### src/rtl/counter_readback.sv
// Read-side datapath of the 8254 timer: decodes latch and read-back commands,
// holds per-counter count/status snapshots and sequences LSB/MSB reads onto the bus.
module counter_readback #(
    parameter int NUM_CNT = 3,
    parameter int CNT_W   = 16
) (
    input  logic               clk,
    input  logic               rst_n,
    input  logic               cw_wr,
    input  logic [7:0]         cw_data,
    input  logic               rd_en,
    input  logic [1:0]         rd_sel,
    input  logic [CNT_W-1:0]   cnt0_val,
    input  logic [CNT_W-1:0]   cnt1_val,
    input  logic [CNT_W-1:0]   cnt2_val,
    input  logic [NUM_CNT-1:0] out_pin,
    input  logic [NUM_CNT-1:0] null_cnt,
    input  logic [5:0]         ctrl0,
    input  logic [5:0]         ctrl1,
    input  logic [5:0]         ctrl2,
    output logic [7:0]         rd_data,
    output logic               rd_valid
);

    localparam logic [1:0] RW_LSB  = 2'b01;
    localparam logic [1:0] RW_MSB  = 2'b10;
    localparam logic [1:0] RW_BOTH = 2'b11;

    logic [CNT_W-1:0] cnt_val [NUM_CNT];
    logic [5:0]       ctrl    [NUM_CNT];

    assign cnt_val[0] = cnt0_val;
    assign cnt_val[1] = cnt1_val;
    assign cnt_val[2] = cnt2_val;
    assign ctrl[0]    = ctrl0;
    assign ctrl[1]    = ctrl1;
    assign ctrl[2]    = ctrl2;

    // D0 of a read-back command carries no meaning
    logic unused_cw_d0;
    assign unused_cw_d0 = cw_data[0];

    logic [CNT_W-1:0] cnt_lat_q  [NUM_CNT];
    logic [CNT_W-1:0] cnt_lat_d  [NUM_CNT];
    logic [7:0]       sts_lat_q  [NUM_CNT];
    logic [7:0]       sts_lat_d  [NUM_CNT];
    logic [NUM_CNT-1:0] cnt_full_q, cnt_full_d;
    logic [NUM_CNT-1:0] sts_full_q, sts_full_d;
    logic [NUM_CNT-1:0] ptr_msb_q, ptr_msb_d;
    logic [7:0]       rd_data_q, rd_data_d;
    logic             rd_valid_q, rd_valid_d;
    logic [CNT_W-1:0] src;

    always_comb begin
        cnt_lat_d  = cnt_lat_q;
        sts_lat_d  = sts_lat_q;
        cnt_full_d = cnt_full_q;
        sts_full_d = sts_full_q;
        ptr_msb_d  = ptr_msb_q;
        rd_data_d  = '0;
        rd_valid_d = rd_en;
        src        = '0;

        // Read resolves against pre-command state; commands below are layered on top
        for (int unsigned n = 0; n < NUM_CNT; n++) begin
            if (rd_en && rd_sel == 2'(n)) begin
                if (sts_full_q[n]) begin
                    rd_data_d     = sts_lat_q[n];
                    sts_full_d[n] = 1'b0;
                end else begin
                    src = cnt_full_q[n] ? cnt_lat_q[n] : cnt_val[n];
                    case (ctrl[n][5:4])
                        RW_LSB: begin
                            rd_data_d     = src[7:0];
                            cnt_full_d[n] = 1'b0;
                        end
                        RW_MSB: begin
                            rd_data_d     = src[15:8];
                            cnt_full_d[n] = 1'b0;
                        end
                        RW_BOTH: begin
                            if (ptr_msb_q[n]) begin
                                rd_data_d     = src[15:8];
                                ptr_msb_d[n]  = 1'b0;
                                cnt_full_d[n] = 1'b0;
                            end else begin
                                rd_data_d    = src[7:0];
                                ptr_msb_d[n] = 1'b1;
                            end
                        end
                        default: rd_data_d = '0;
                    endcase
                end
            end
        end

        for (int unsigned n = 0; n < NUM_CNT; n++) begin
            if (cw_wr) begin
                if (cw_data[7:6] == 2'b11) begin
                    if (cw_data[n+1]) begin
                        if (!cw_data[5] && !cnt_full_d[n]) begin
                            cnt_lat_d[n]  = cnt_val[n];
                            cnt_full_d[n] = 1'b1;
                        end
                        if (!cw_data[4] && !sts_full_d[n]) begin
                            sts_lat_d[n]  = {out_pin[n], null_cnt[n], ctrl[n]};
                            sts_full_d[n] = 1'b1;
                        end
                    end
                end else if (cw_data[7:6] == 2'(n)) begin
                    if (cw_data[5:4] == 2'b00) begin
                        if (!cnt_full_d[n]) begin
                            cnt_lat_d[n]  = cnt_val[n];
                            cnt_full_d[n] = 1'b1;
                        end
                    end else begin
                        cnt_full_d[n] = 1'b0;
                        sts_full_d[n] = 1'b0;
                        ptr_msb_d[n]  = 1'b0;
                    end
                end
            end
        end
    end

    always_ff @(posedge clk) begin
        if (!rst_n) begin
            for (int unsigned n = 0; n < NUM_CNT; n++) begin
                cnt_lat_q[n] <= '0;
                sts_lat_q[n] <= '0;
            end
            cnt_full_q <= '0;
            sts_full_q <= '0;
            ptr_msb_q  <= '0;
            rd_data_q  <= '0;
            rd_valid_q <= 1'b0;
        end else begin
            for (int unsigned n = 0; n < NUM_CNT; n++) begin
                cnt_lat_q[n] <= cnt_lat_d[n];
                sts_lat_q[n] <= sts_lat_d[n];
            end
            cnt_full_q <= cnt_full_d;
            sts_full_q <= sts_full_d;
            ptr_msb_q  <= ptr_msb_d;
            rd_data_q  <= rd_data_d;
            rd_valid_q <= rd_valid_d;
        end
    end

    assign rd_data  = rd_data_q;
    assign rd_valid = rd_valid_q;

endmodule
### config.mk
export PLATFORM = sky130hd
export DESIGN_NAME = counter_readback
export DESIGN_NICKNAME = d
export VERILOG_FILES = /design/src/rtl/counter_readback.sv
export SDC_FILE = /design/constraint.sdc
export NUM_CORES = 1
export LEC_CHECK = 0
export ABC_AREA = 1
export CORE_UTILIZATION = 25
export CTS_BUF_LIST = sky130_fd_sc_hd__clkbuf_8
export DETAILED_ROUTE_END_ITERATION = 12
export PLACE_DENSITY = 0.51
export SETUP_SLACK_MARGIN = 0.15
export SLEW_MARGIN = 20
export SYNTH_ARGS = -nofsm -noshare
export SYNTH_HDL_FRONTEND = slang
export SYNTH_SLANG_ARGS = --single-unit
### constraint.sdc
create_clock -name clk -period 1.9 [get_ports clk]
set_input_delay 0.285 -clock clk [delete_from_list [all_inputs] [get_ports clk]]
set_output_delay 0.285 -clock clk [all_outputs]
set_load 0.1 [all_outputs]
Yosys cells after proc, flatten, opt, wreduce, memory -nomap -nowiden
Index checks and enable logic that the tools add are counted.

Bits in registers: 90.

Mux-type cells: 106. Reductions and logical operators: 33. Equal/unequal tests: 23.

Operators by type and width (count): two-way mux 16 bit (21); two-way mux 8 bit (9); case mux 8 bit (3 select lines) (3); two-way mux 1 bit (70); equality test 2 bit (second input constant) (9); AND reduction 6 bit (3); AND reduction 4 bit (3); equality test 2 x 1 -> 1 bit (second input constant) (5); inequality test 2 bit (second input constant) (5); logical AND 1 bit (9); logical NOT 1 bit (8); inequality test 2 x 1 -> 1 bit (second input constant) (4); nonzero test 2 bit (4); logical NOT 2 bit (3); case mux 1 bit (2 select lines) (3); OR reduction 2 bit (3).

Depth between registers and ports, before layout
Gate-level depths: netlist (run 1).

Depth after elaboration: 11. Depth in mapped cells: 11. Mapped depth without buffers: 9.

Worst setup path after synthesis (run 1)
No wires, ideal clock.

Kind: input port to flip-flop. Start: input cw_data[6]. End: register cnt_lat_q[10] (netlist bit). Arrival: 1.359 ns. Path slack: 0.426 ns. Data required time: 1.785 ns. Setup time: 0.115 ns. Stages: 8. Cell sequence: ha_1 inv_1 nand2_1 a21oi_1 buf_2 nand3_1 nand2_1 nor2_1.

Cells in the longest elaborated chain, start to end: 3. Elaborated cells on any way between the ends: 9. Those cells by class: eq/ne (5); mux (1); reduce/logical (3).

RTL lines: start, declared (line 10) `input logic [7:0] cw_data,`; equality test 2 bit, on equally long branches (line 99, 110); inequality test 2 x 1 -> 1 bit (no source line), or another cell as far along; AND reduction 6 bit (no source line); end signal, assigned by index (line 139) `cnt_lat_q[n] <= cnt_lat_d[n];`; end, declared (line 43) `logic [CNT_W-1:0] cnt_lat_q [NUM_CNT];`.

Several ways; a longest one is shown, not always the timed one. A chain may end at the register's enable or synchronous reset.

Worst setup path after layout (run 1)
Start: input cw_data[6]. End: register cnt_lat_q[42] (netlist bit).

Cells in the longest elaborated chain, start to end: 3. Elaborated cells on any way between the ends: 9. Those cells by class: eq/ne (4); mux (1); reduce/logical (4).

RTL lines (line): equality test 2 bit / logical NOT 2 bit (equally long branches) (99, 110); inequality test 2 bit (no source line), or another cell as far along; AND reduction 6 bit (no source line).

Several ways; a longest one is shown, not always the timed one.

==> run_results.csv, run 1 <==
group,metric,value,unit
outcome,status,"finished clean",
route,routed_wire_length_per_instance,12.2,um
worst_setup_path,required,2180,ps
sta,tightest_slew,425,ps
clock_network,ctsResizeCount,0,
yosys,synth_area,4880,um2
worst_setup_path,r2r-start,"sts_full_q[1]",
die,fp.dieW,142,um
worst_setup_path,cpPeakStageDelay,510,ps
die,core,18900,um2
power_and_ir_drop,cellLeakagePower,2.79,nW
yosys,yosysUniqueCellTypes,29,
worst_setup_path,arrival,1930,ps
clock_network,root_buffer,"clkbuf_8",
final_layout,final_nets,1001,
worst_setup_path,startpoint_type,"input port",
sta,slew_headroom,0.716,
power_and_ir_drop,swShare,0.297,
global_routing,antenna_found_initial,0,
worst_setup_path,critPathCaptureType,"flip-flop",
clock_network,cts.sinks,90,
global_routing,grt_usage,0.147,
worst_setup_path,cp_num_cells,9,
die,die-area,20100,um2
sta,rsz0062_at_grt,"false",
clock_network,numCtsBuffers,9,
yosys,yosysSeqAreaShare,0.369,
power_and_ir_drop,p_per_area,638,nW/um2
power_and_ir_drop,clockPowerShare,0.324,
worst_setup_path,critPathMaxFanout,16,
global_routing,grt_pass1_vias,4593,
route,first_pass_iters,5,
yosys,synth-seq-cells,90,
clock_network,cts_tree,"yes",
sta,fmax,607,MHz
worst_setup_path,crit_buf_inv,3,
power_and_ir_drop,finalPower,4.17,mW
final_layout,syn2layout_area_growth,34.1,%
clock_network,htreeDepth,3,
place,place_area,6340,um2
power_and_ir_drop,power_frac_seq,0.477,
worst_setup_path,critical_path_class,"in -> reg",
global_routing,grt-ovfl-total,0,
route,num_vias,5034,
worst_setup_path,slowest_stage,"clkdlybuf4s50_1",
global_routing,grt_max_degree,34,
clock_network,clk_pin_slew,100,ps
clock_network,cts_setup_buffers,0,
power_and_ir_drop,ir_drop,253,uV
place,portBuffers,93,
die,io_pins,95,
route,drc,0,
power_and_ir_drop,internal_power,2.93,mW
yosys,syn_nets,887,
final_layout,fin_area,6540,um2
sta,slew_violations,0,
route,vias_per_cell,4.28,
place,dp_slack,-207,ps
sta,final.period_utilization,0.867,
sta,finClkSkew,8.87,ps
worst_setup_path,cp-endpoint,"cnt_lat_q[42]",
yosys,yosys_warnings,0,
final_layout,drive_above_1_share,0.102,
final_layout,n_antenna_cell,0,
die,start_util,0.258,
place,dpl.hpwl,10700,um
sta,period_needed,1650,ps
run,maxCapViolations,0,
clock_network,clk_latency,380,ps
worst_setup_path,cp_top_family,"buffers and inverters",
die,die_h,142,um
power_and_ir_drop,power_frac_comb,0.199,
worst_setup_path,worstPathCellList,"clkdlybuf4s50_1, inv_1, ha_1, o21bai_1, nor2_2, nand2_4, buf_4, o21ai_0, nor2_1",
worst_setup_path,crit_start,"cw_data[6]",
worst_setup_path,rr_worst_depth,8,
sta,fin_tns_setup,0,ps
worst_setup_path,r2r_setup_slack,400,ps
place,globalplace.congestion,0.835,
sta,setup_slack,253,ps
route,routed_wl,14400,um
route,ant_nets,0,
global_routing,grt_pass1_wl,23000,um
yosys,syn-mean-instance-area,6.12,um2
route,drtIter0Drc,339,
min_path,hold_path.class,"in -> reg",
die,num_rows,50,
sta,setup_viol,0,
worst_setup_path,worstReg2RegEnd,"rd_data[7]",
yosys,synth_cells,797,
power_and_ir_drop,switchingPower,1.24,mW
sta,hold_viol,0,
clock_network,cts_buffer_depth,2,
clock_network,hold_buffers,0,
-- cell type report --
cell class              instances  area [um2]
fillers                      2136       12400
repair buffers                139        1310
flip-flops and latches         90        1800
multi-input cells             605        2660
inverters                      66         251
well taps                     260         325
clock inverters                 7        68.8
clock buffers                   9         124
-- worst min path at each step --
stage | from | end | slack [ps] | cells past startpoint
final | rst_n | rd_data[6] | 340 | 3
after global routing | rst_n | rd_data[1] | 360 | 3
after CTS | rst_n | rd_data[6] | 330 | 3
after detailed placement | cnt_lat_q[15] | cnt_lat_q[15] | 470 | 2
after global placement | cnt_lat_q[15] | cnt_lat_q[15] | 460 | 2
after floorplan | rd_en | rd_valid | 380 | 2
-- through the flow --
step,utilization,hold WS (ps),cells
2_1_floorplan,-,378,797
3_3_place_gp,0.335,462,1160
3_5_place_dp,0.335,468,1160
4_1_cts,0.346,331,1176
5_1_grt,0.346,363,1176
6_report,0.346,341,1176
-- worst register-to-register path, stage by stage, from the launching register on --
cell and delay [ps]:
dfxtp_1 530, inv_1 110, o21ai_0 160, nor2_4 50, buf_4 160, nand2_1 90, nand2_1 110, nor2_1 130
nor2_1 60
-- Yosys cell counts --
| master | number | share of area |
|---|---|---|
| a21boi_0 | 1 | 0.0015 |
| a21boi_1 | 2 | 0.0031 |
| a21oi_1 | 67 | 0.069 |
| a31oi_1 | 1 | 0.0013 |
| buf_1 | 2 | 0.0015 |
| buf_2 | 12 | 0.012 |
| buf_4 | 7 | 0.011 |
| buf_6 | 1 | 0.0023 |
| clkbuf_1 | 14 | 0.011 |
| clkinv_2 | 1 | 0.0010 |
| dfxtp_1 | 90 | 0.37 |
| ha_1 | 4 | 0.010 |
| inv_1 | 62 | 0.048 |
| inv_2 | 3 | 0.0023 |
| nand2_1 | 250 | 0.19 |
| nand2_2 | 3 | 0.0038 |
| nand2_4 | 1 | 0.0023 |
| nand3_1 | 41 | 0.042 |
| nand3_2 | 3 | 0.0062 |
| nand3b_1 | 1 | 0.0015 |
| nand4_1 | 1 | 0.0013 |
| nor2_1 | 136 | 0.10 |
| nor2_4 | 2 | 0.0046 |
| nor3_1 | 2 | 0.0021 |
| o21ai_0 | 74 | 0.076 |
| o21ai_1 | 11 | 0.011 |
| o21ai_2 | 1 | 0.0018 |
| o21bai_1 | 1 | 0.0015 |
| xor2_1 | 3 | 0.0054 |
-- registers in the layout, indices dropped and copies added, names as in the netlist --
| name | cells |
|---|---|
| cnt_lat_q | 48 |
| sts_lat_q | 24 |
| rd_data | 8 |
| cnt_full_q | 3 |
| ptr_msb_q | 3 |
| sts_full_q | 3 |
| rd_valid | 1 |
-- power groups by stage --
stage / Clock, mW / Sequential (mW) / Combinational, mW
global placement: 0 / 2.03 / 0.835
CTS: 1.39 / 1.99 / 0.839
floorplan: 0 / 2.09 / 0.387
global route: 1.48 / 2.00 / 0.926
finish: 1.35 / 1.99 / 0.831
detailed placement: 0 / 2.03 / 0.836
-- cells by family (layout without fill, tap and decap cells) --
group / after synthesis / in the layout / synth area share
buffers and inverters: 102 / 221 / 0.0888
adder cells (fa/ha/maj): 4 / 4 / 0.0103
XOR/XNOR: 3 / 3 / 0.00539
AND/OR/NAND/NOR: 440 / 440 / 0.361
flip-flops: 90 / 90 / 0.369
AO/OA/AOI/OAI: 158 / 158 / 0.165
-- layer usage --
layer	vias to the layer above	global-route usage	wire length, um
met2	90	0.236	6490
li1	2736	-	-
met3	15	0.0256	520
met1	2193	0.196	7090
met4	0	0.0566	272
met5	-	0	0
-- layout by cell type, fill, tap and decap left out, types with 9 or more instances in the layout --
cell type,count
nor2_1,135
clkbuf_8,9
a21oi_1,65
clkdlybuf4s50_1,83
dfxtp_1,90
nand3_1,41
inv_1,60
o21ai_1,12
o21ai_0,73
buf_4,50
nand2_1,248
(Power assumes the default switching activity.)
==> inputs of run 2 (changes only) <==
Clock period 1.9 ns to 1.75 ns, I/O delays scaled along.
==> run_results.csv, run 2 (synthesized netlist as in run 1, its figures left out) <==
group,metric,value,unit
outcome,status,"finished clean",
min_path,hp-start,"rd_en",
sta,hold_viol,0,
final_layout,drive_above_1_share,0.121,
clock_network,cts.sinks,90,
final_layout,final_nets,1016,
final_layout,syn2layout_area_growth,38.2,%
worst_setup_path,crit_buf_inv,3,
clock_network,cts_buffer_depth,2,
route,routed_wl,14500,um
die,fp.dieW,142,um
clock_network,numCtsBuffers,9,
route,num_vias,5132,
final_layout,layout_common_cells,"nand2_1, nor2_1, dfxtp_1, clkdlybuf4s50_1, o21ai_0",
clock_network,clk_latency,380,ps
clock_network,clk_pin_slew,90,ps
final_layout,fin_util,0.357,
die,num_rows,50,
worst_setup_path,critPathMaxFanout,16,
min_path,hold_path.class,"in -> reg",
run,maxCapViolations,0,
die,io_pins,95,
worst_setup_path,r2r_setup_slack,330,ps
sta,slew_violations,0,
route,vias_per_cell,4.31,
clock_network,hold_buffers,0,
sta,setup_viol,0,
global_routing,grt-ovfl-total,0,
route,drtIter0Drc,313,
worst_setup_path,cp_top_family,"buffers and inverters",
clock_network,cts_tree,"yes",
power_and_ir_drop,cellLeakagePower,2.90,nW
sta,slew_headroom,0.723,
die,die_h,142,um
place,portBuffers,93,
worst_setup_path,slowest_stage,"clkdlybuf4s50_1",
sta,period_needed,1510,ps
route,first_pass_iters,5,
place,globalplace.congestion,0.816,
final_layout,mostFrequentLayoutCell,"nand2_1",
clock_network,htreeDepth,3,
worst_setup_path,worstPathCellList,"clkdlybuf4s50_1, buf_4, nor2_4, nand3_2, nand2_2, nand2_4, buf_6, o21ai_0, nor2_1",
worst_setup_path,startpoint_type,"input port",
worst_setup_path,critPathCaptureType,"flip-flop",
place,dpl.hpwl,10800,um
global_routing,grt_usage,0.147,
die,core,18900,um2
clock_network,cts_setup_buffers,0,
worst_setup_path,arrival,1790,ps
worst_setup_path,rr_worst_depth,9,
place,place_area,6490,um2
sta,rsz0062_at_grt,"false",
sta,fmax,660,MHz
route,routed_wire_length_per_instance,12.2,um
sta,final.period_utilization,0.865,
worst_setup_path,r2r-start,"cnt_full_q[2]",
min_path,hold_path_depth,3,
worst_setup_path,worstReg2RegEnd,"rd_data[1]",
global_routing,antenna_found_initial,0,
min_path,min_to,"rd_valid",
final_layout,fin_area,6740,um2
route,ant_nets,0,
sta,finClkSkew,9.37,ps
global_routing,grt_pass1_wl,22900,um
die,die-area,20100,um2
die,start_util,0.258,
worst_setup_path,critical_path_class,"in -> reg",
final_layout,top_register,"cnt_lat_q",
global_routing,grt_pass1_vias,4543,
final_layout,n_antenna_cell,0,
final_layout,largest_reg_flops,48,
worst_setup_path,required,2030,ps
power_and_ir_drop,p_per_area,665,nW/um2
power_and_ir_drop,ir_drop,299,uV
worst_setup_path,cpPeakStageDelay,510,ps
global_routing,grt_max_degree,34,
clock_network,root_buffer,"clkbuf_8",
route,drc,0,
sta,tightest_slew,415,ps
==> run 2: cell count changes in the layout (fill, tap and decap cells not counted), moves of 4 or more <==
cell	previous run	this run
buf_4	50	58
buf_12	5	9
clkdlybuf4s50_1	83	79
o21ai_0	73	69
==> run 2: report_power, final <==
part           switching, mW  internal, mW
Sequential            0.0389          2.12
Clock                  0.789         0.587
Combinational          0.510         0.435
==> run 2: worst min-delay path: stages <==
cell and delay, ps:
dlymetal6s2s_1 190, nand2_1 90, inv_1 40
==> run 2: worst max path at each step <==
stage / slack, ps / end / cells after the start / from
after floorplan: 300 / cnt_lat_q[10] / 8 / cw_data[6]
after global placement: -330 / cnt_lat_q[40] / 9 / cw_data[6]
after detailed placement: -360 / sts_lat_q[20] / 10 / cw_data[6]
after CTS: 140 / sts_lat_q[20] / 10 / cw_data[7]
after global routing: 170 / cnt_lat_q[26] / 9 / cw_data[5]
final: 240 / cnt_lat_q[40] / 9 / rd_sel[1]
==> run 2: cell type report <==
cell class	instances	area (um2)
Fill cell	2098	12200
Multi-Input combinational cell	605	2690
Sequential cell	90	1800
Timing Repair Buffer	153	1480
Tap cell	260	325
Inverter	66	255
Clock buffer	11	151
Clock inverter	5	30.0
Timing Repair inverter	1	7.51
==> run 2: stage by stage <==
step	power (mW)	setup slack (ps)	hold WS [ps]	setup TNS, ps	cells
after floorplan	2.69	298	356	0	797
after global placement	3.15	-330	448	-19030	1174
after detailed placement	3.15	-363	445	-20880	1174
after CTS	4.55	142	316	0	1191
after global routing	4.74	165	246	0	1191
final	4.48	236	236	0	1191
==> run 2: repair_timing <==
item                                    4_1_cts  5_1_grt
endpoints found under the setup margin       34       74
gates resized for setup                       9       19
pin swaps                                     1        3
cloned                                        1        0
==> run 2: routing by layer <==
layer,vias to the layer above,part of all wire,track usage
met2,94,0.46,0.236
met1,2247,0.49,0.197
met3,15,0.037,0.0283
met4,0,0.013,0.0509
met5,-,0,0
li1,2776,-,-
==> inputs of run 3 (changes only) <==
Settings changed: CORE_ASPECT_RATIO set to 0.7, MAX_ROUTING_LAYER set to met4, PLACE_DENSITY 0.51 to 0.47.
==> run_results.csv, run 3 (synthesized netlist as in run 1, its figures left out) <==
group,metric,value,unit
outcome,status,"finished clean",
global_routing,grt-ovfl-total,0,
clock_network,clk_pin_slew,80,ps
run,maxCapViolations,0,
clock_network,htreeDepth,3,
worst_setup_path,required,2030,ps
die,start_util,0.256,
clock_network,cts_tree,"yes",
final_layout,n_antenna_cell,0,
route,drtIter0Drc,309,
power_and_ir_drop,cellLeakagePower,2.99,nW
final_layout,drive_above_1_share,0.132,
sta,tightest_slew,421,ps
route,routed_wire_length_per_instance,12.5,um
clock_network,clk_latency,390,ps
clock_network,hold_buffers,0,
sta,whs,311,ps
sta,setup_viol,0,
power_and_ir_drop,p_per_area,651,nW/um2
route,routed_wl,15100,um
die,die-area,20100,um2
sta,fmax,663,MHz
place,globalplace.congestion,0.802,
worst_setup_path,arrival,1790,ps
worst_setup_path,critical_path_class,"in -> reg",
sta,slew_violations,0,
route,vias_per_cell,4.24,
global_routing,grt_usage,0.157,
place,dp_cells,1187,
die,fp.dieW,169,um
global_routing,grt_pass1_wl,23700,um
place,dpl.hpwl,11300,um
global_routing,antenna_found_initial,0,
die,die_h,119,um
global_routing,grt_pass1_vias,4537,
min_path,hold_path.class,"in -> reg",
final_layout,syn2layout_area_growth,41.1,%
final_layout,final_nets,1030,
worst_setup_path,startpoint_type,"input port",
sta,hold_viol,0,
route,first_pass_iters,4,
final_layout,mostFrequentLayoutCell,"nand2_1",
clock_network,root_buffer,"clkbuf_8",
place,portBuffers,93,
power_and_ir_drop,ir_drop,275,uV
die,io_pins,95,
sta,final.period_utilization,0.861,
clock_network,cts_buffer_depth,2,
final_layout,final-instance-count-excl-fill,1208,
route,ant_nets,0,
final_layout,fin_util,0.362,
final_layout,top_register,"cnt_lat_q",
clock_network,cts.sinks,90,
global_routing,grt_max_degree,40,
sta,rsz0062_at_grt,"false",
worst_setup_path,critPathCaptureType,"flip-flop",
route,drc,0,
sta,finClkSkew,10.9,ps
sta,period_needed,1510,ps
sta,slew_headroom,0.719,
route,num_vias,5127,
die,num_rows,42,
final_layout,layout_common_cells,"nand2_1, nor2_1, dfxtp_1, clkdlybuf4s50_1, o21ai_0",
die,core,19000,um2
worst_setup_path,critPathMaxFanout,33,
clock_network,numCtsBuffers,9,
final_layout,largest_reg_flops,48,
[run 3: cell types whose count changed in the layout (fill, tap and decap cells not counted), sizes merged]
cell / change
clkinvlp: -1
buf: +12
dlymetal6s2s: +1
clkdlybuf4s50: -1
nand2: +2
[run 3: cell type report]
type                       count  area [um2]
sequential                    90        1800
multi-input combinational    607        2700
timing repair inverter         1        7.51
inverter                      66         249
fill                        2131       12100
clock buffer                  11         151
timing repair buffer         165        1630
clock inverter                 4        18.8
tap                          264         330
[run 3: stage by stage]
step           TNS [ps]  power, mW  setup WS [ps]  area (um2)
6_report              0       4.48            243        6880
3_5_place_dp     -23450       3.19           -396        6630
3_3_place_gp     -20560       3.19           -350        6630
2_1_floorplan         0       2.69            298        4880
5_1_grt               0       4.73            153        6880
4_1_cts               0       4.57            171        6830
[run 3: final timing paths]
kind            startpoint  slack [ps]       endpoint  cells past startpoint
min                  rst_n         310  cnt_lat_q[12]                      3
max reg2reg  cnt_full_q[2]         310     rd_data[6]                      8
min reg2reg  sts_lat_q[15]         460  sts_lat_q[15]                      2
max               ctrl1[4]         240  cnt_lat_q[27]                     10
[run 3: worst max-delay path, cell delays in order]
cell and delay (ps):
clkdlybuf4s50_1 590, o21ai_0 130, buf_4 150, nor2_4 110
nand2_1 80, nand2_2 80, buf_12 180, nand3_1 90
nand2_1 70, nor2_1 40
[run 3: report_power, final]
| part | total, mW | leakage (nW) | switching (mW) | internal (mW) |
|---|---|---|---|---|
| logic | 0.982 | 2.16 | 0.521 | 0.461 |
| registers | 2.17 | 0.731 | 0.0430 | 2.12 |
| clock network | 1.34 | 0.0961 | 0.762 | 0.574 |
| total | 4.48 | 2.99 | 1.33 | 3.16 |
[run 3: repair_timing]
action	CTS	global route
pin swaps	2	3
cloned	2	1
setup buffers	1	2
endpoints found under the setup margin	40	75
gates resized for setup	6	15
[run 3: routing by layer]
metal	GRT usage	wire length (um)	up-vias
li1	-	-	2805
met1	0.227	8180	2208
met4	0.0426	147	0
met2	0.219	6220	103
met3	0.0306	593	11
met5	-	0	-
==> variant 1 (flow settings as in run 2) <==
Remove the register `rd_data_q`: a continuous assignment takes its place, so the output `rd_data` follows one clock earlier.
--- a/src/rtl/counter_readback.sv
+++ b/src/rtl/counter_readback.sv
@@ -132,7 +132,6 @@
             cnt_full_q <= '0;
             sts_full_q <= '0;
             ptr_msb_q  <= '0;
-            rd_data_q  <= '0;
             rd_valid_q <= 1'b0;
         end else begin
             for (int unsigned n = 0; n < NUM_CNT; n++) begin
@@ -142,10 +141,11 @@
             cnt_full_q <= cnt_full_d;
             sts_full_q <= sts_full_d;
             ptr_msb_q  <= ptr_msb_d;
-            rd_data_q  <= rd_data_d;
             rd_valid_q <= rd_valid_d;
         end
     end
+
+    assign rd_data_q = rd_data_d;
 
     assign rd_data  = rd_data_q;
     assign rd_valid = rd_valid_q;
Formal check against the unedited RTL: not equivalent (Yosys sat finds a counterexample within 4 cycles, from zero or initial values and one cycle with rst_n low).
==> variant 1 against run 2 <==
  * The run now ends with negative setup slack left
  * Fmax down 25%
  * Sequential cell count is 8 lower
  * Synthesized cell count grew 1.9%
  * Register-to-register slack gained 0.09 ns
  * Hold slack lost 0.048 ns
  * First-iteration DRC count fell by 24%
  * Wire length up 12%
  * Via count rose by 6.4%
  * Critical path depth stayed put
  * Worst setup slack worse by 0.51 ns
  * Cell area up 16%
  * Power up 5.0%
  * Area after synthesis rose by 2.0%
  * Utilization rose by 4.4 points
  * Critical endpoint is now rd_data[2]
  * Largest cell class unchanged
==> variant 1: results (changes against run 2) <==
synthesis:
  ys.flop_type: "dfxtp_1"  # unchanged
  synth.area.top_cells: "dfxtp_1 33%, nand2_1 18%, a21oi_1 8.0%"  # was dfxtp_1 37%, nand2_1 19%, nor2_1 10%
  syn_nets: 902  # was 887
  netlist-cell-type-count: 31  # was 29
  seq_area_frac_synth: 0.330  # was 0.369
  synth_common_cells: "244 x nand2_1, 95 x nor2_1, 87 x inv_1, 82 x dfxtp_1, 80 x a21oi_1"  # was 250 x nand2_1, 136 x nor2_1, 90 x dfxtp_1, 74 x o21ai_0, 67 x a21oi_1
  synthArstFlopShare: 0  # unchanged
  yosys_warnings: 0  # unchanged
worst_hold_path:
  hp-class: "in -> reg"  # unchanged
final_layout:
  reg.largest.list: "cnt_lat_q x48, sts_lat_q x24"
  nNetsFinal: 1062  # was 1016
  drive_gt1_frac: 0.259  # was 0.121
  fillers: 2073  # was 2098
  antenna_cells: 0  # unchanged
cts:
  cts-buffers-inserted: 9  # unchanged
  clk_pin_slew_ns: 0.09  # about the same
  clock_latency_ns: 0.38  # about the same
  cts_root_buffer: "clkbuf_8"  # unchanged
  cts.path.max_buffers: 2  # unchanged
  htreeDepth: 3  # unchanged
placed_design:
  post-dp-hpwl_um: 11700  # was 10800 um
  place_congestion: 0.828  # was 0.816
  port_buffers: 93  # unchanged
global_routing:
  grt_pass1_wl_um: 24800  # was 22900 um
  grt_pass1_vias: 4941  # was 4543
  antenna_found_initial: 0  # unchanged
  use_met2: 0.264  # was 0.236
  grt_max_degree: 37  # was 34
  use_met3: 0.0309  # was 0.0283
  gr-usage-met1: 0.203  # was 0.197
  track_usage: 0.158  # was 0.147
critical_path:
  worst_path_max_delay_cell: "dfxtp_4"  # was clkdlybuf4s50_1
  cp_max_fo: 7  # was 16
  arrival_ns: 1.76  # was 1.79 ns
  max_stage_delay_ns: 0.43  # was 0.51 ns
job:
  maxCapViolCount: 0  # unchanged
sta:
  clock_skew_ns: 0.00630  # was 0.00937 ns
  fin_ws_ns: -0.273  # was 0.236 ns
  worst_slew_pin_slew_ns: 0.503  # was 0.415 ns
  setup_viol: 8  # was 0
  tns_ns: -1.98  # was 0 ns
routing:
  routed_wl_um: 16300  # was 14500 um
  viasPerCell: 4.40  # was 4.31
  drt-pass1-iter-count: 5  # unchanged
  initialDrtViolationCount: 239  # was 313
outcome:
  violations: "negative setup slack"
  status: "finished with violations"  # was finished, final reports clean
power:
  swShare: 0.309  # was 0.298
  p_leak_uw: 0.00345  # was 0.00290 uW
  ir_drop_mv: 0.341  # was 0.299 mV
variant 1: cell count changes after synthesis, sizes merged, moves of 5 or more:
cell    delta
dfxtp      -8
o21ai      -7
nand3     +19
buf       +10
clkbuf     -5
inv       +26
nor2      -35
a21oi     +15
variant 1: worst paths after layout:
path	start	to	slack, ns	cells after the start
max	cnt_full_q[2]$_SDFF_PN0_	rd_data[2]	-0.27	9
min	rst_n	cnt_full_q[2]$_SDFF_PN0_	0.19	3
max reg2reg	cnt_full_q[2]$_SDFF_PN0_	cnt_lat_q[4]$_SDFFE_PN0P_	0.42	8
min reg2reg	sts_lat_q[19]$_SDFFE_PN0P_	sts_lat_q[19]$_SDFFE_PN0P_	0.46	2
variant 1: worst max-delay path, delay by kind of cell (launching register included):
family,cells,cell delay [ns]
simple gates,4,0.28
compound gates,2,0.24
flops,1,0.43
buf+inv,3,0.42
variant 1: final cells by class:
class                      count  share of cell area
inverter                      91              0.0456
tap                          265              0.0426
clock buffer                  11              0.0194
timing repair buffer         190               0.265
clock inverter                 5             0.00691
multi-input combinational    598               0.408
sequential                    82               0.213
variant 1: cells by family after synthesis:
family | count (synthesis) | synth area share
buffers and inverters | 132 | 0.120
adder cells (fa/ha/maj) | 4 | 0.0101
AO/OA/AOI/OAI | 164 | 0.173
flip-flops | 82 | 0.330
AND/OR/NAND/NOR | 427 | 0.361
XOR/XNOR | 3 | 0.00528
variant 1: through the flow:
step | setup WS [ns] | hold WS, ns | total power (uW) | cells | cell area (um2)
after floorplan | 0.152 | 0.356 | 2580 | 812 | 5070
after global routing | -0.377 | 0.218 | 4940 | 1242 | 7790
after CTS | -0.292 | 0.167 | 4680 | 1232 | 7430
after detailed placement | -0.399 | 0.441 | 3110 | 1210 | 6900
final | -0.273 | 0.189 | 4710 | 1242 | 7790
after global placement | -0.394 | 0.437 | 3120 | 1210 | 6900
variant 1: power by group through the flow:
| stage | Sequential (uW) | Clock, uW | Combinational [uW] |
|---|---|---|---|
| final | 1980 | 1490 | 1240 |
| after global routing | 1990 | 1610 | 1350 |
| after global placement | 2010 | 0 | 1100 |
| after detailed placement | 2010 | 0 | 1100 |
| after CTS | 1970 | 1530 | 1180 |
| after floorplan | 2010 | 0 | 565 |
variant 1: per-layer routing:
metal	part of all wire	wire length [um]
met1	0.46	7550
met2	0.48	7840
met3	0.037	599
met4	0.018	286
met5	0	0
variant 1: what timing repair did:
item                                    CTS  global route
pin swaps                                28            35
gates cloned                              3             7
resized for setup                       112            62
hold buffers                              0             0
setup buffers                             3             3
endpoints found under the setup margin    9            66
==> variant 2 (config.mk and constraints of run 2) <==
Without the edit above. Take the reset off `rd_data_q` and load it in a clocked block of its own.
--- a/src/rtl/counter_readback.sv
+++ b/src/rtl/counter_readback.sv
@@ -132,7 +132,6 @@
             cnt_full_q <= '0;
             sts_full_q <= '0;
             ptr_msb_q  <= '0;
-            rd_data_q  <= '0;
             rd_valid_q <= 1'b0;
         end else begin
             for (int unsigned n = 0; n < NUM_CNT; n++) begin
@@ -142,9 +141,12 @@
             cnt_full_q <= cnt_full_d;
             sts_full_q <= sts_full_d;
             ptr_msb_q  <= ptr_msb_d;
-            rd_data_q  <= rd_data_d;
             rd_valid_q <= rd_valid_d;
         end
+    end
+
+    always_ff @(posedge clk) begin
+        rd_data_q <= rd_data_d;
     end
 
     assign rd_data  = rd_data_q;
Check against the original RTL: not equivalent (a bounded check fails within 4 cycles, from zero or initial values and one cycle with rst_n low).
==> variant 2 against run 2 <==
  * Cell count up 3.9%
  * Worst setup slack improved by 0.036 ns
  * Power increased by 13%
  * Sequential cell count is the same
  * Non-clock buffer count is 2 higher
  * Die area increased by 5.3%
  * Synthesized cell count up 4.8%
  * Register-to-register slack better by 0.07 ns
  * Cell area rose by 5.8%
  * Area after synthesis rose by 5.3%
  * Wire length increased by 3.3%
  * Critical path type unchanged
  * Largest power group unchanged
==> variant 2: results (changes against run 2) <==
cts:
  cts_resized: 1  # was 9
  cts.path.max_buffers: 2  # unchanged
  cts-buffers-inserted: 9  # unchanged
  htreeDepth: 3  # unchanged
  clk_pin_slew_ns: 0.11  # was 0.09 ns
synthesis:
  synth_common_cells: "267 x nand2_1, 96 x nor2_1, 90 x dfxtp_1, 89 x inv_1, 78 x a21oi_1"  # was 250 x nand2_1, 136 x nor2_1, 90 x dfxtp_1, 74 x o21ai_0, 67 x a21oi_1
  synth_edf_count: 0  # unchanged
  synthArstFlopShare: 0  # unchanged
  syn_nets: 925  # was 887
  synth.area.top_cells: "dfxtp_1 35%, nand2_1 20%, a21oi_1 7.6%"  # was dfxtp_1 37%, nand2_1 19%, nor2_1 10%
  avgSynthCellArea_um2: 6.15  # was 6.12 um2
  netlist-cell-type-count: 27  # was 29
  yosys_warnings: 0  # unchanged
  seq_area_frac_synth: 0.351  # was 0.369
global_routing:
  use_met2: 0.235  # was 0.236
  antenna_found_initial: 1  # was 0
  gr-usage-met1: 0.201  # was 0.197
  grt_pass1_vias: 5014  # was 4543
  grt_pass1_wl_um: 24900  # was 22900 um
  use_met3: 0.0370  # was 0.0283
  track_usage: 0.147  # about the same
power:
  p_comb_uw: 1050  # was 945 uW
  power_frac_comb: 0.208  # was 0.211
  p_sw_uw: 1470  # was 1340 uW
  seq_power_uw: 2170
  ir_drop_mv: 0.320  # was 0.299 mV
  p_leak_uw: 0.00316  # was 0.00290 uW
critical_path:
  cp_max_fo: 12  # was 16
  r2r-start: "cnt_full_q[2]$_SDFF_PN0_"  # unchanged
  crit_family: "buffers and inverters"  # unchanged
  startpoint: "rd_sel[0]"  # was rd_sel[1]
  arrival_ns: 1.79  # about the same
  worst_path_max_delay_cell: "clkdlybuf4s50_1"  # unchanged
  max_stage_delay_ns: 0.53  # was 0.51 ns
routing:
  top_layer: "met5"  # was met4
  wl_met2_um: 6770  # was 6730 um
  wire_per_inst_um: 12.1  # was 12.2 um
  wl_met1_um: 7510  # was 7090 um
  wl_met3_um: 582  # was 534 um
  initialDrtViolationCount: 265  # was 313
  viasPerCell: 4.30  # was 4.31
  vias: 5322  # was 5132
placed_design:
  place_congestion: 0.765  # was 0.816
  port_buffers: 93  # unchanged
  post-dp-hpwl_um: 11000  # was 10800 um
  post-place-cells: 1218  # was 1174
  post-place-ws_ns: -0.299  # was -0.363 ns
  post_dp_cell_area_mm2: 0.00680  # was 0.00649 mm2
outcome:
  status: "finished, final reports clean"  # unchanged
final_layout:
  largest_reg_flops: 48  # unchanged
  drive_gt1_frac: 0.121  # about the same
  fillers: 2254  # was 2098
  nNetsFinal: 1052  # was 1016
  antenna_cells: 0  # unchanged
sta:
  worst_slew_pin_slew_ns: 0.385  # was 0.415 ns
  clock_skew_ns: 0.0138  # was 0.00937 ns
worst_hold_path:
  worstHoldStart: "rst_n"  # was rd_en
==> variant 2: cells by family after synthesis <==
kind of cell	count (synthesis)	share of synthesized area
adder cells (fa/ha/maj)	4	0.00974
flip-flops	90	0.351
AO/OA/AOI/OAI	146	0.146
buffers and inverters	133	0.117
XOR/XNOR	3	0.00512
AND/OR/NAND/NOR	459	0.371
==> variant 2: final timing paths <==
check	end	slack, ns	cells past startpoint
worst max-delay path	sts_lat_q[20]$_SDFFE_PN0P_	0.27	8
worst min-delay path	cnt_lat_q[14]$_SDFFE_PN0P_	0.23	3
worst max register to register	rd_data[2]$_DFF_P_	0.40	6
worst min register to register	sts_lat_q[17]$_SDFFE_PN0P_	0.47	2
==> variant 2: cell type report <==
cell class	count	area, um2	area share
Clock inverter	7	125	0.0175
Tap cell	270	338	0.0474
Inverter	94	353	0.0495
Timing Repair Buffer	155	1640	0.230
Clock buffer	9	124	0.0174
Sequential cell	90	1800	0.253
Multi-Input combinational cell	612	2750	0.386
